===== src/rtl/uart_tx_sched_pkg.sv =====
// Shared types and default parameters for the UART transmit scheduler.
// States exist in every build; HDR is reachable only with UART_TX_SCHED_HEADER_EN.
package uart_pkg;

  typedef enum logic [2:0] {
    IDLE  = 3'd0,
    HDR   = 3'd1,
    FETCH = 3'd2,
    START = 3'd3,
    SHIFT = 3'd4
  } sched_state_t;

  localparam int          N_REQ_DEF       = 4;
  localparam int          GAP_TIMEOUT_DEF = 1024;
  localparam logic [7:0]  ID_BASE_DEF     = 8'hA0;

endpackage


===== src/rtl/uart_tx_sched_if.sv =====
// Requester byte streams plus the UART start/ready port and scheduler status.
// slave = scheduler view, master = requesters/UART/observer view.
interface uart_tx_sched_if #(
  parameter int N_REQ = 4
) ();

  localparam int IDX_W = $clog2(N_REQ);

  logic [N_REQ-1:0]   req_valid;
  logic [8*N_REQ-1:0] req_data;
  logic [N_REQ-1:0]   req_last;
  logic [N_REQ-1:0]   req_ready;
  logic [7:0]         tx_data;
  logic               start_tx;
  logic               tx_ready;
  logic [IDX_W-1:0]   grant_id;
  logic               busy;
  logic               gap_abort;

  modport slave (
    input  req_valid, req_data, req_last, tx_ready,
    output req_ready, tx_data, start_tx, grant_id, busy, gap_abort
  );

  modport master (
    output req_valid, req_data, req_last, tx_ready,
    input  req_ready, tx_data, start_tx, grant_id, busy, gap_abort
  );

endinterface


===== src/rtl/uart_tx_sched_rr_arbiter.sv =====
// Combinational round-robin pick: first requester at or after ptr_i+1 (mod N_REQ).
module rr_arbiter #(
  parameter int N_REQ = 4,
  parameter int IDX_W = $clog2(N_REQ)
) (
  input  logic [N_REQ-1:0] req_i,
  input  logic [IDX_W-1:0] ptr_i,
  output logic [N_REQ-1:0] gnt_oh_o,
  output logic [IDX_W-1:0] gnt_idx_o
);

  always_comb begin
    logic [IDX_W-1:0] idx;
    idx       = '0;
    gnt_oh_o  = '0;
    gnt_idx_o = '0;
    // Walk from lowest priority to highest so the nearest candidate wins last.
    for (int k = N_REQ; k >= 1; k--) begin
      idx = IDX_W'((32'(ptr_i) + 32'(k)) % 32'(N_REQ));
      if (req_i[idx]) begin
        gnt_oh_o      = '0;
        gnt_oh_o[idx] = 1'b1;
        gnt_idx_o     = idx;
      end
    end
  end

endmodule


===== src/rtl/uart_tx_sched.sv =====
// Packet-level round-robin scheduler sharing one UART transmitter among N_REQ streams.
// Define UART_TX_SCHED_HEADER_EN to prefix every packet with byte ID_BASE+grant_id.
module uart_tx_sched
  import uart_pkg::*;
#(
  parameter int         N_REQ       = N_REQ_DEF,
  parameter int         GAP_TIMEOUT = GAP_TIMEOUT_DEF
`ifdef UART_TX_SCHED_HEADER_EN
  ,
  parameter logic [7:0] ID_BASE     = ID_BASE_DEF
`endif
) (
  input  logic            clk,
  input  logic            rst,
  uart_tx_sched_if.slave  bus
);

  localparam int               IDX_W   = $clog2(N_REQ);
  localparam int               CNT_W   = $clog2(GAP_TIMEOUT) + 1;
  localparam logic [CNT_W-1:0] GAP_LIM = CNT_W'(GAP_TIMEOUT - 1);

  function automatic logic [CNT_W-1:0] sat_inc(input logic [CNT_W-1:0] v);
    return (&v) ? v : v + 1'b1;
  endfunction

  sched_state_t     state_q;
  logic [IDX_W-1:0] grant_q;
  logic [IDX_W-1:0] rr_ptr_q;
  logic             busy_q;
  logic             start_q;
  logic [7:0]       tx_data_q;
  logic             last_q;
  logic [CNT_W-1:0] gap_q;
  logic [CNT_W-1:0] gap_d;
  logic             abort_q;
`ifdef UART_TX_SCHED_HEADER_EN
  logic             hdr_q;
`endif

  logic [N_REQ-1:0] arb_oh;
  logic [IDX_W-1:0] arb_idx;
  logic             cur_valid;
  logic [7:0]       cur_data;
  logic             cur_last;
  logic [N_REQ-1:0] ready_oh;

  rr_arbiter #(
    .N_REQ (N_REQ),
    .IDX_W (IDX_W)
  ) u_arb (
    .req_i     (bus.req_valid),
    .ptr_i     (rr_ptr_q),
    .gnt_oh_o  (arb_oh),
    .gnt_idx_o (arb_idx)
  );

  assign cur_valid = bus.req_valid[grant_q];
  assign cur_data  = bus.req_data[{grant_q, 3'b000} +: 8];
  assign cur_last  = bus.req_last[grant_q];
  assign gap_d     = sat_inc(gap_q);

  // Only the owner can be handed a byte, and only while its data slot is open.
  always_comb begin
    ready_oh = '0;
`ifdef UART_TX_SCHED_HEADER_EN
    if (state_q == FETCH && cur_valid && !hdr_q) ready_oh[grant_q] = 1'b1;
`else
    if (state_q == FETCH && cur_valid) ready_oh[grant_q] = 1'b1;
`endif
  end

  always_ff @(posedge clk) begin
    if (rst) begin
      state_q   <= IDLE;
      grant_q   <= '0;
      rr_ptr_q  <= IDX_W'(N_REQ - 1);
      busy_q    <= 1'b0;
      start_q   <= 1'b0;
      tx_data_q <= 8'h00;
      last_q    <= 1'b0;
      gap_q     <= '0;
      abort_q   <= 1'b0;
`ifdef UART_TX_SCHED_HEADER_EN
      hdr_q     <= 1'b0;
`endif
    end else begin
      abort_q <= 1'b0;
      case (state_q)
        IDLE: begin
          gap_q <= '0;
          // tx_ready gate also keeps us quiet while a frame from before a reset drains.
          if (bus.tx_ready && (|arb_oh)) begin
            grant_q <= arb_idx;
            busy_q  <= 1'b1;
`ifdef UART_TX_SCHED_HEADER_EN
            state_q <= HDR;
`else
            state_q <= FETCH;
`endif
          end
        end
`ifdef UART_TX_SCHED_HEADER_EN
        HDR: begin
          tx_data_q <= ID_BASE + 8'(grant_q);
          hdr_q     <= 1'b1;
          state_q   <= START;
        end
`endif
        FETCH: begin
          if (cur_valid) begin
            tx_data_q <= cur_data;
            last_q    <= cur_last;
            gap_q     <= '0;
            state_q   <= START;
          end else if (gap_q == GAP_LIM) begin
            abort_q  <= 1'b1;
            rr_ptr_q <= grant_q;
            busy_q   <= 1'b0;
            state_q  <= IDLE;
          end else begin
            gap_q <= gap_d;
          end
        end
        START: begin
          // Hold the request until the UART, clocked on baud edges, shows it saw it.
          if (start_q && !bus.tx_ready) begin
            start_q <= 1'b0;
            state_q <= SHIFT;
          end else begin
            start_q <= 1'b1;
          end
        end
        SHIFT: begin
          if (bus.tx_ready) begin
`ifdef UART_TX_SCHED_HEADER_EN
            if (hdr_q) begin
              hdr_q   <= 1'b0;
              state_q <= FETCH;
            end else
`endif
            if (last_q) begin
              rr_ptr_q <= grant_q;
              busy_q   <= 1'b0;
              state_q  <= IDLE;
            end else begin
              state_q <= FETCH;
            end
          end
        end
        default: state_q <= IDLE;
      endcase
    end
  end

  assign bus.req_ready = ready_oh;
  assign bus.tx_data   = tx_data_q;
  assign bus.start_tx  = start_q;
  assign bus.grant_id  = grant_q;
  assign bus.busy      = busy_q;
  assign bus.gap_abort = abort_q;

endmodule


===== src/flat_wrapper.sv =====
// flat-port wrapper written by rule: the top's interface ports become plain ports
module uart_tx_sched_flat import uart_pkg::*;
#(
  parameter int         N_REQ       = N_REQ_DEF,
  parameter int         GAP_TIMEOUT = GAP_TIMEOUT_DEF

)
  (clk, rst, bus_req_valid, bus_req_data, bus_req_last, bus_tx_ready, bus_req_ready, bus_tx_data, bus_start_tx, bus_grant_id, bus_busy, bus_gap_abort);
  uart_tx_sched_if #(.N_REQ(N_REQ)) bus_i ();
  input  logic clk;
  input  logic rst;
  input wire logic [$bits(bus_i.req_valid)-1:0] bus_req_valid;
  input wire logic [$bits(bus_i.req_data)-1:0] bus_req_data;
  input wire logic [$bits(bus_i.req_last)-1:0] bus_req_last;
  input wire logic [$bits(bus_i.tx_ready)-1:0] bus_tx_ready;
  output wire logic [$bits(bus_i.req_ready)-1:0] bus_req_ready;
  output wire logic [$bits(bus_i.tx_data)-1:0] bus_tx_data;
  output wire logic [$bits(bus_i.start_tx)-1:0] bus_start_tx;
  output wire logic [$bits(bus_i.grant_id)-1:0] bus_grant_id;
  output wire logic [$bits(bus_i.busy)-1:0] bus_busy;
  output wire logic [$bits(bus_i.gap_abort)-1:0] bus_gap_abort;
  assign bus_i.req_valid = bus_req_valid;
  assign bus_i.req_data = bus_req_data;
  assign bus_i.req_last = bus_req_last;
  assign bus_i.tx_ready = bus_tx_ready;
  assign bus_req_ready = bus_i.req_ready;
  assign bus_tx_data = bus_i.tx_data;
  assign bus_start_tx = bus_i.start_tx;
  assign bus_grant_id = bus_i.grant_id;
  assign bus_busy = bus_i.busy;
  assign bus_gap_abort = bus_i.gap_abort;
  uart_tx_sched #(.N_REQ(N_REQ), .GAP_TIMEOUT(GAP_TIMEOUT)) u_core (.clk(clk), .rst(rst), .bus(bus_i));
endmodule

===== config.mk =====
export PLATFORM = sky130hd
export DESIGN_NAME = uart_tx_sched_flat
export DESIGN_NICKNAME = d
export VERILOG_FILES = /design/src/rtl/uart_tx_sched_pkg.sv /design/src/rtl/uart_tx_sched_if.sv /design/src/rtl/uart_tx_sched_rr_arbiter.sv /design/src/rtl/uart_tx_sched.sv /design/src/flat_wrapper.sv
export SDC_FILE = /design/constraint.sdc
export NUM_CORES = 1
export LEC_CHECK = 0
export ABC_CLOCK_PERIOD_IN_PS = 4600
export BUFFER_PORTS_ARGS = -buffer_cell sky130_fd_sc_hd__buf_2
export CAP_MARGIN = 20
export CORE_MARGIN = 4
export CORE_UTILIZATION = 35
export CTS_BUF_LIST = sky130_fd_sc_hd__clkbuf_4 sky130_fd_sc_hd__clkbuf_8
export CTS_CLUSTER_DIAMETER = 30
export DETAILED_ROUTE_END_ITERATION = 7
export PLACE_DENSITY_LB_ADDON = 0.3
export SYNTH_ARGS = -nofsm -noshare
export SYNTH_HDL_FRONTEND = slang
export SYNTH_SLANG_ARGS = --single-unit

===== constraint.sdc =====
create_clock -name clk -period 4.6 [get_ports clk]
set_clock_uncertainty 0.2 [all_clocks]
set_input_delay 0.92 -clock clk [delete_from_list [all_inputs] [get_ports clk]]
set_output_delay 0.92 -clock clk [all_outputs]
set_load 0.02 [all_outputs]

==> out/results.tsv, run 1 <==
stage	metric	value	unit
run_status	status	finished, final reports clean	
placement	Post-DP HPWL	3420	µm
worst_setup_path	WP data required	3.48	ns
layout	final net count	321	
timing	Final TNS setup	0	ns
worst_setup_path	Worst EP arrival	2.35	ns
timing	Fin. Hold Viols	0	
detailed_routing	Avg WL per Cell	13.2	µm
logic_synthesis	Netlist cell types	52	
floorplanning	starting density of the core	36.0	%
logic_synthesis	synthesized flop and latch total	30	
global_route	global-route wire length before repair	7890	µm
job	max_cap viols	0	
timing	fmax	288	MHz
timing	period utilization	75.4	%
layout	area grow syn2layout	21.5	%
worst_setup_path	critical path type	in2out	
worst_setup_path	R2R depth	7	
timing	Slew HR	54.6	%
logic_synthesis	EDFF count, synth	0	
detailed_routing	vias	1747	
logic_synthesis	Main synth FF type	dfxtp_1	
timing	minimum clock period	3.47	ns
timing	Setup WS post-layout	1.13	ns
global_route	Congestion Overflow GR	0	
global_route	largest net degree at the start of global routing	25	
placement	I/O Buffers	59	
placement	pre-CTS worst setup slack	1.13	ns
clocking	Resize count post-CTS	0	
detailed_routing	# DRC	0	
worst_setup_path	CP Buf/Inv Count	2	
detailed_routing	final wirelength	4540	µm
logic_synthesis	Synth area leader	dfxtp_1	
clocking	post-CTS setup buffer count	0	
power	P_leak	0.975	nW
worst_setup_path	WP depth	5	
detailed_routing	DR pass1 iterations	4	
worst_setup_path	CP Capture Type	output pin	
worst_setup_path	worst-path fanout max	12	
worst_setup_path	crit start category	primary input	
logic_synthesis	Post-Syn Nets	266	
hold_path	Min-Delay Path Class	reg2reg	
worst_setup_path	Setup crit end	bus_req_ready[3]	
clocking	H-tree depth	2	
logic_synthesis	top-area cell type share of the netlist area	30.3	%
clocking	Worst-Skew Late Latency	0.28	ns
logic_synthesis	post-synthesis sequential area ratio	30.3	%
timing	worst hold slack	0.227	ns
detailed_routing	Via-to-Cell Ratio	5.09	
global_route	gr usage total	13.6	%
clocking	Sink Count	30	
logic_synthesis	Syn Area/Cell	9.22	µm²
floorplanning	DIE AREA	6930	µm²
clocking	Worst-path clk slew	0.06	ns
worst_setup_path	FF-to-FF End	u_core.bus.grant_id[0]$_SDFFE_PP0P_	
clocking	TritonCTS clock tree	built	
worst_setup_path	delay-heaviest family, CP	simple AND/OR/NAND/NOR gates	
timing	unrepaired setup endpoints after global routing	false	
clocking	Root Driver	clkbuf_8	
clocking	CTS Buf Count	5	
power	Power, Total	0.000617	W
worst_setup_path	CP Launch Point	bus_req_valid[3]	
floorplanning	core area	5510	µm²
floorplanning	IO Count	60	
logic_synthesis	Synth area leaders	dfxtp_1 30%, mux4_2 14%, nand2_1 5.7%	
logic_synthesis	cell count after synthesis	215	
timing	Finish-stage setup viols	0	
detailed_routing	post-route ant nets	0	
timing	worst-margin pin slew	0.675	ns
layout	fillcell total	560	
hold_path	WHS Path Cells	2	
logic_synthesis	top cells by count, synth	30 x dfxtp_1, 30 x nand2_1, 19 x a21oi_1, 13 x nor2_1, 12 x mux4_2	
logic_synthesis	Synth async-reset ratio	0	%
global_route	initial antenna violation count	0	
placement	gp weighted congestion	0.735	
hold_path	Hold Crit Start	u_core.gap_q[10]$_SDFFE_PP0P_	
clocking	Hold-fix buffers, CTS	0	
worst_setup_path	R2R Setup Slk	1.40	ns
logic_synthesis	Cell Area, Synth	1980	µm²
worst_setup_path	CP max stage delay	0.56	ns
floorplanning	Die Wd	83.3	µm
worst_setup_path	Critical Path Slowest Stage Cell	mux4_2	
timing	Slew Limit Fails	0	
floorplanning	Die Y-Extent	83.3	µm
global_route	vias in the first global route	1818	
worst_setup_path	worst r2r src	u_core.rr_ptr_q[0]$_SDFFE_PP1P_	
clocking	maximum root-to-sink buffer count	2	
logic_synthesis	yosys warns	0	
floorplanning	FP Rows	27	
layout	ant diodes	0	
worst_setup_path	CP cell instances	buf_2 -> mux4_2 -> and3_1 -> and3_1 -> buf_2	
power	PwrDens	256	nW/µm²
power	Peak VDD IR	0.000102	V
layout	layout cell share with drive strength beyond 1	33.6	%
detailed_routing	Initial DRC Count	70	
==> metal layers <==
metal  wire length, µm  share of wire [%]  vias up  track usage (%)
met5                 0                  0        -                0
met4                79                1.7        0             4.90
met3               242                5.3       10             4.07
met2              2160                 48       40             24.1
met1              2050                 45      788             15.3
li1                  -                  -      909                -
==> registers in the layout (all words and copies together), names as in the netlist <==
name                  cells
u_core.bus.busy           1
u_core.bus.gap_abort      1
u_core.bus.tx_data        8
u_core.bus.grant_id       2
u_core.last_q             1
u_core.state_q            3
u_core.gap_q             11
u_core.rr_ptr_q           2
u_core.bus.start_tx       1
==> power by group <==
part / switching [W] / internal (W)
Clock: 0.000102 / 0.000120
Combinational: 0.0000587 / 0.0000547
Sequential: 0.0000110 / 0.000270
==> cells by family after synthesis <==
family                     Yosys count  synth area share, %
and+or+nand+nor                     86                 22.9
muxes                               16                 16.7
DFF                                 30                 30.3
adders and majority gates            8                 5.05
buffers and inverters               19                 4.42
xor gates and xnor gates             5                 2.21
AOI/OAI and AO/OA                   51                 18.5
==> layout by cell type (no fill, tap or decap), types with 4 or more instances in the layout <==
cell type | Yosys | layout
a21oi_1 | 19 | 19
and3_1 | 4 | 4
buf_2 | 1 | 59
clkbuf_8 | 0 | 6
dfxtp_1 | 30 | 30
ha_1 | 8 | 8
inv_1 | 7 | 7
mux4_2 | 12 | 12
nand2_1 | 30 | 30
nand3_1 | 4 | 4
nor2_1 | 13 | 13
o21ai_0 | 6 | 6
or3_1 | 5 | 5
xor2_1 | 5 | 5
==> worst reg2reg max path, delay by kind of cell, from the launching register on <==
family	cells	cell delay, ns
buf+inv	1	0.21
flops	1	0.66
simple gates	2	0.96
fa+ha+maj	1	0.25
compound gates	2	0.47
mux	1	0.34
==> area by class of cell <==
type	count	area (µm²)	share of cell area [%]
Multi-Input combinational cell	166	1290	53.7
Sequential cell	30	601	24.9
Timing Repair Buffer	60	303	12.6
Tap cell	72	90.1	3.74
Clock buffer	6	82.6	3.43
Inverter	7	26.3	1.09
Clock inverter	2	12.5	0.519
==> stage by stage <==
stage                     instances  cell area (µm²)  util [%]
after floorplan                 215             1980         -
after global placement          335             2310      42.0
after detailed placement        335             2310      42.0
after CTS                       343             2410      43.7
after global routing            343             2410      43.7
final                           343             2410      43.7
==> worst min path at each step <==
stage                               endpoint  slack, ns
3_3_place_gp   u_core.gap_q[10]$_SDFFE_PP0P_       0.22
5_1_grt        u_core.gap_q[10]$_SDFFE_PP0P_       0.26
2_1_floorplan  u_core.gap_q[10]$_SDFFE_PP0P_       0.21
6_report       u_core.gap_q[10]$_SDFFE_PP0P_       0.23
4_1_cts        u_core.gap_q[10]$_SDFFE_PP0P_       0.23
3_5_place_dp   u_core.gap_q[10]$_SDFFE_PP0P_       0.22
Power figures use the tool's default switching activity.
==> inputs of run 2 (changes only) <==
--- a/config.mk
+++ b/config.mk
@@ -5,7 +5,7 @@
 export SDC_FILE = /design/constraint.sdc
 export NUM_CORES = 1
 export LEC_CHECK = 0
-export ABC_CLOCK_PERIOD_IN_PS = 4600
+export ABC_CLOCK_PERIOD_IN_PS = 3550
 export BUFFER_PORTS_ARGS = -buffer_cell sky130_fd_sc_hd__buf_2
 export CAP_MARGIN = 20
 export CORE_MARGIN = 4
==> constraint.sdc (replaced) <==
create_clock -name clk -period 3.55 [get_ports clk]
set_clock_uncertainty 0.2 [all_clocks]
set_input_delay 0.71 -clock clk [delete_from_list [all_inputs] [get_ports clk]]
set_output_delay 0.71 -clock clk [all_outputs]
set_load 0.02 [all_outputs]
==> out/results.tsv, run 2 (synthesized netlist as in run 1, its figures left out) <==
stage	metric	value	unit
detailed_routing	post-route ant nets	0	
worst_setup_path	CP max stage delay	0.55	ns
worst_setup_path	Worst EP arrival	2.12	ns
worst_setup_path	CP Capture Type	output pin	
power	Peak VDD IR	0.000125	V
worst_setup_path	crit start category	primary input	
worst_setup_path	Critical Path Slowest Stage Cell	mux4_2	
worst_setup_path	worst-path fanout max	12	
floorplanning	starting density of the core	36.0	%
floorplanning	FP Rows	27	
detailed_routing	Via-to-Cell Ratio	5.25	
job	max_cap viols	0	
floorplanning	IO Count	60	
global_route	global-route wire length before repair	8180	µm
power	PwrDens	327	nW/µm²
clocking	post-CTS setup buffer count	0	
timing	Finish-stage setup viols	0	
global_route	Congestion Overflow GR	0	
layout	max FFs per register	11	
clocking	maximum root-to-sink buffer count	2	
layout	final net count	325	
clocking	Hold-fix buffers, CTS	0	
detailed_routing	Initial DRC Count	33	
layout	commonest cells after routing, fill and taps aside	59 x buf_2, 30 x nand2_1, 30 x dfxtp_1	
clocking	Sink Count	30	
layout	largest reg by FF count	u_core.gap_q	
floorplanning	core area	5510	µm²
clocking	Worst-Skew Late Latency	0.28	ns
timing	unrepaired setup endpoints after global routing	false	
timing	Final TNS setup	0	ns
detailed_routing	Avg WL per Cell	13.1	µm
timing	fmax	330	MHz
run_status	status	finished, final reports clean	
clocking	H-tree depth	2	
worst_setup_path	WP data required	2.64	ns
detailed_routing	final wirelength	4540	µm
timing	Slew Limit Fails	0	
detailed_routing	DR pass1 iterations	4	
worst_setup_path	critical path type	in2out	
hold_path	Min-Delay Path Class	reg2reg	
placement	Post-DP HPWL	3500	µm
power	P_leak	0.995	nW
floorplanning	Die Y-Extent	83.3	µm
floorplanning	DIE AREA	6930	µm²
detailed_routing	vias	1821	
floorplanning	Die Wd	83.3	µm
clocking	Root Driver	clkbuf_8	
detailed_routing	# DRC	0	
clocking	CTS Buf Count	5	
timing	Fin. Hold Viols	0	
layout	fillcell total	555	
timing	worst hold slack	0.233	ns
placement	gp weighted congestion	0.751	
clocking	Worst-path clk slew	0.06	ns
timing	period utilization	85.4	%
layout	most common library cell in the layout ignoring fill and taps	buf_2	
timing	minimum clock period	3.03	ns
layout	ant diodes	0	
layout	layout cell share with drive strength beyond 1	34.5	%
clocking	TritonCTS clock tree	built	
global_route	largest net degree at the start of global routing	25	
timing	Slew HR	60.3	%
global_route	initial antenna violation count	0	
global_route	vias in the first global route	1828	
layout	area grow syn2layout	23.0	%
timing	worst-margin pin slew	0.590	ns
clocking	Resize count post-CTS	0	
global_route	gr usage total	14.0	%
placement	I/O Buffers	59	
worst_setup_path	CP cell instances	buf_2 -> mux4_2 -> and3_1 -> and3_1 -> buf_2	
run 2: changes by cell type in the layout (fill, tap and decap cells not counted), sizes merged:
cell / before / now
buf: 60 / 64
run 2: final timing paths:
path                                        start                             endpoint  slack [ns]  cells past startpoint
hold / removal      u_core.gap_q[10]$_SDFFE_PP0P_        u_core.gap_q[10]$_SDFFE_PP0P_        0.23                      2
hold reg to reg     u_core.gap_q[10]$_SDFFE_PP0P_        u_core.gap_q[10]$_SDFFE_PP0P_        0.23                      2
setup reg to reg  u_core.rr_ptr_q[1]$_SDFFE_PP1P_  u_core.bus.grant_id[0]$_SDFFE_PP0P_        0.72                      6
setup / recovery                 bus_req_valid[3]                     bus_req_ready[3]        0.52                      5
run 2: metal layers:
metal	vias to the layer above	part of all wire [%]	GRT usage [%]
li1	920	-	-
met4	0	1.1	4.01
met2	46	50	24.1
met1	850	43	17.0
met5	-	0	0
met3	5	5.3	4.07
run 2: final cells by class:
type / count / area [µm²] / area share [%]
clock buffer: 6 / 82.6 / 3.39
clock inverter: 2 / 12.5 / 0.513
sequential: 30 / 601 / 24.6
multi-input combinational: 166 / 1290 / 53.1
tap: 72 / 90.1 / 3.69
inverter: 7 / 26.3 / 1.08
timing repair buffer: 64 / 333 / 13.6
run 2: critical path: cells and delay by family:
kind                   cells  cell delay [ns]
buffers and inverters      2             0.28
multiplexers               1             0.55
AND/OR/NAND/NOR            2             0.58
run 2: power breakdown:
part           switching (W)  internal (W)
registers          0.0000115      0.000350
clock network       0.000131      0.000156
logic              0.0000784     0.0000722
run 2: stage by stage:
stage	worst slack [ns]	instance area [µm²]	total power (W)	cells	util, %
3_3_place_gp	0.529	2340	0.000520	339	42.6
2_1_floorplan	0.815	1980	0.000469	215	-
6_report	0.519	2440	0.000798	347	44.3
5_1_grt	0.404	2440	0.000842	347	44.3
3_5_place_dp	0.514	2340	0.000521	339	42.6
4_1_cts	0.507	2440	0.000813	347	44.3
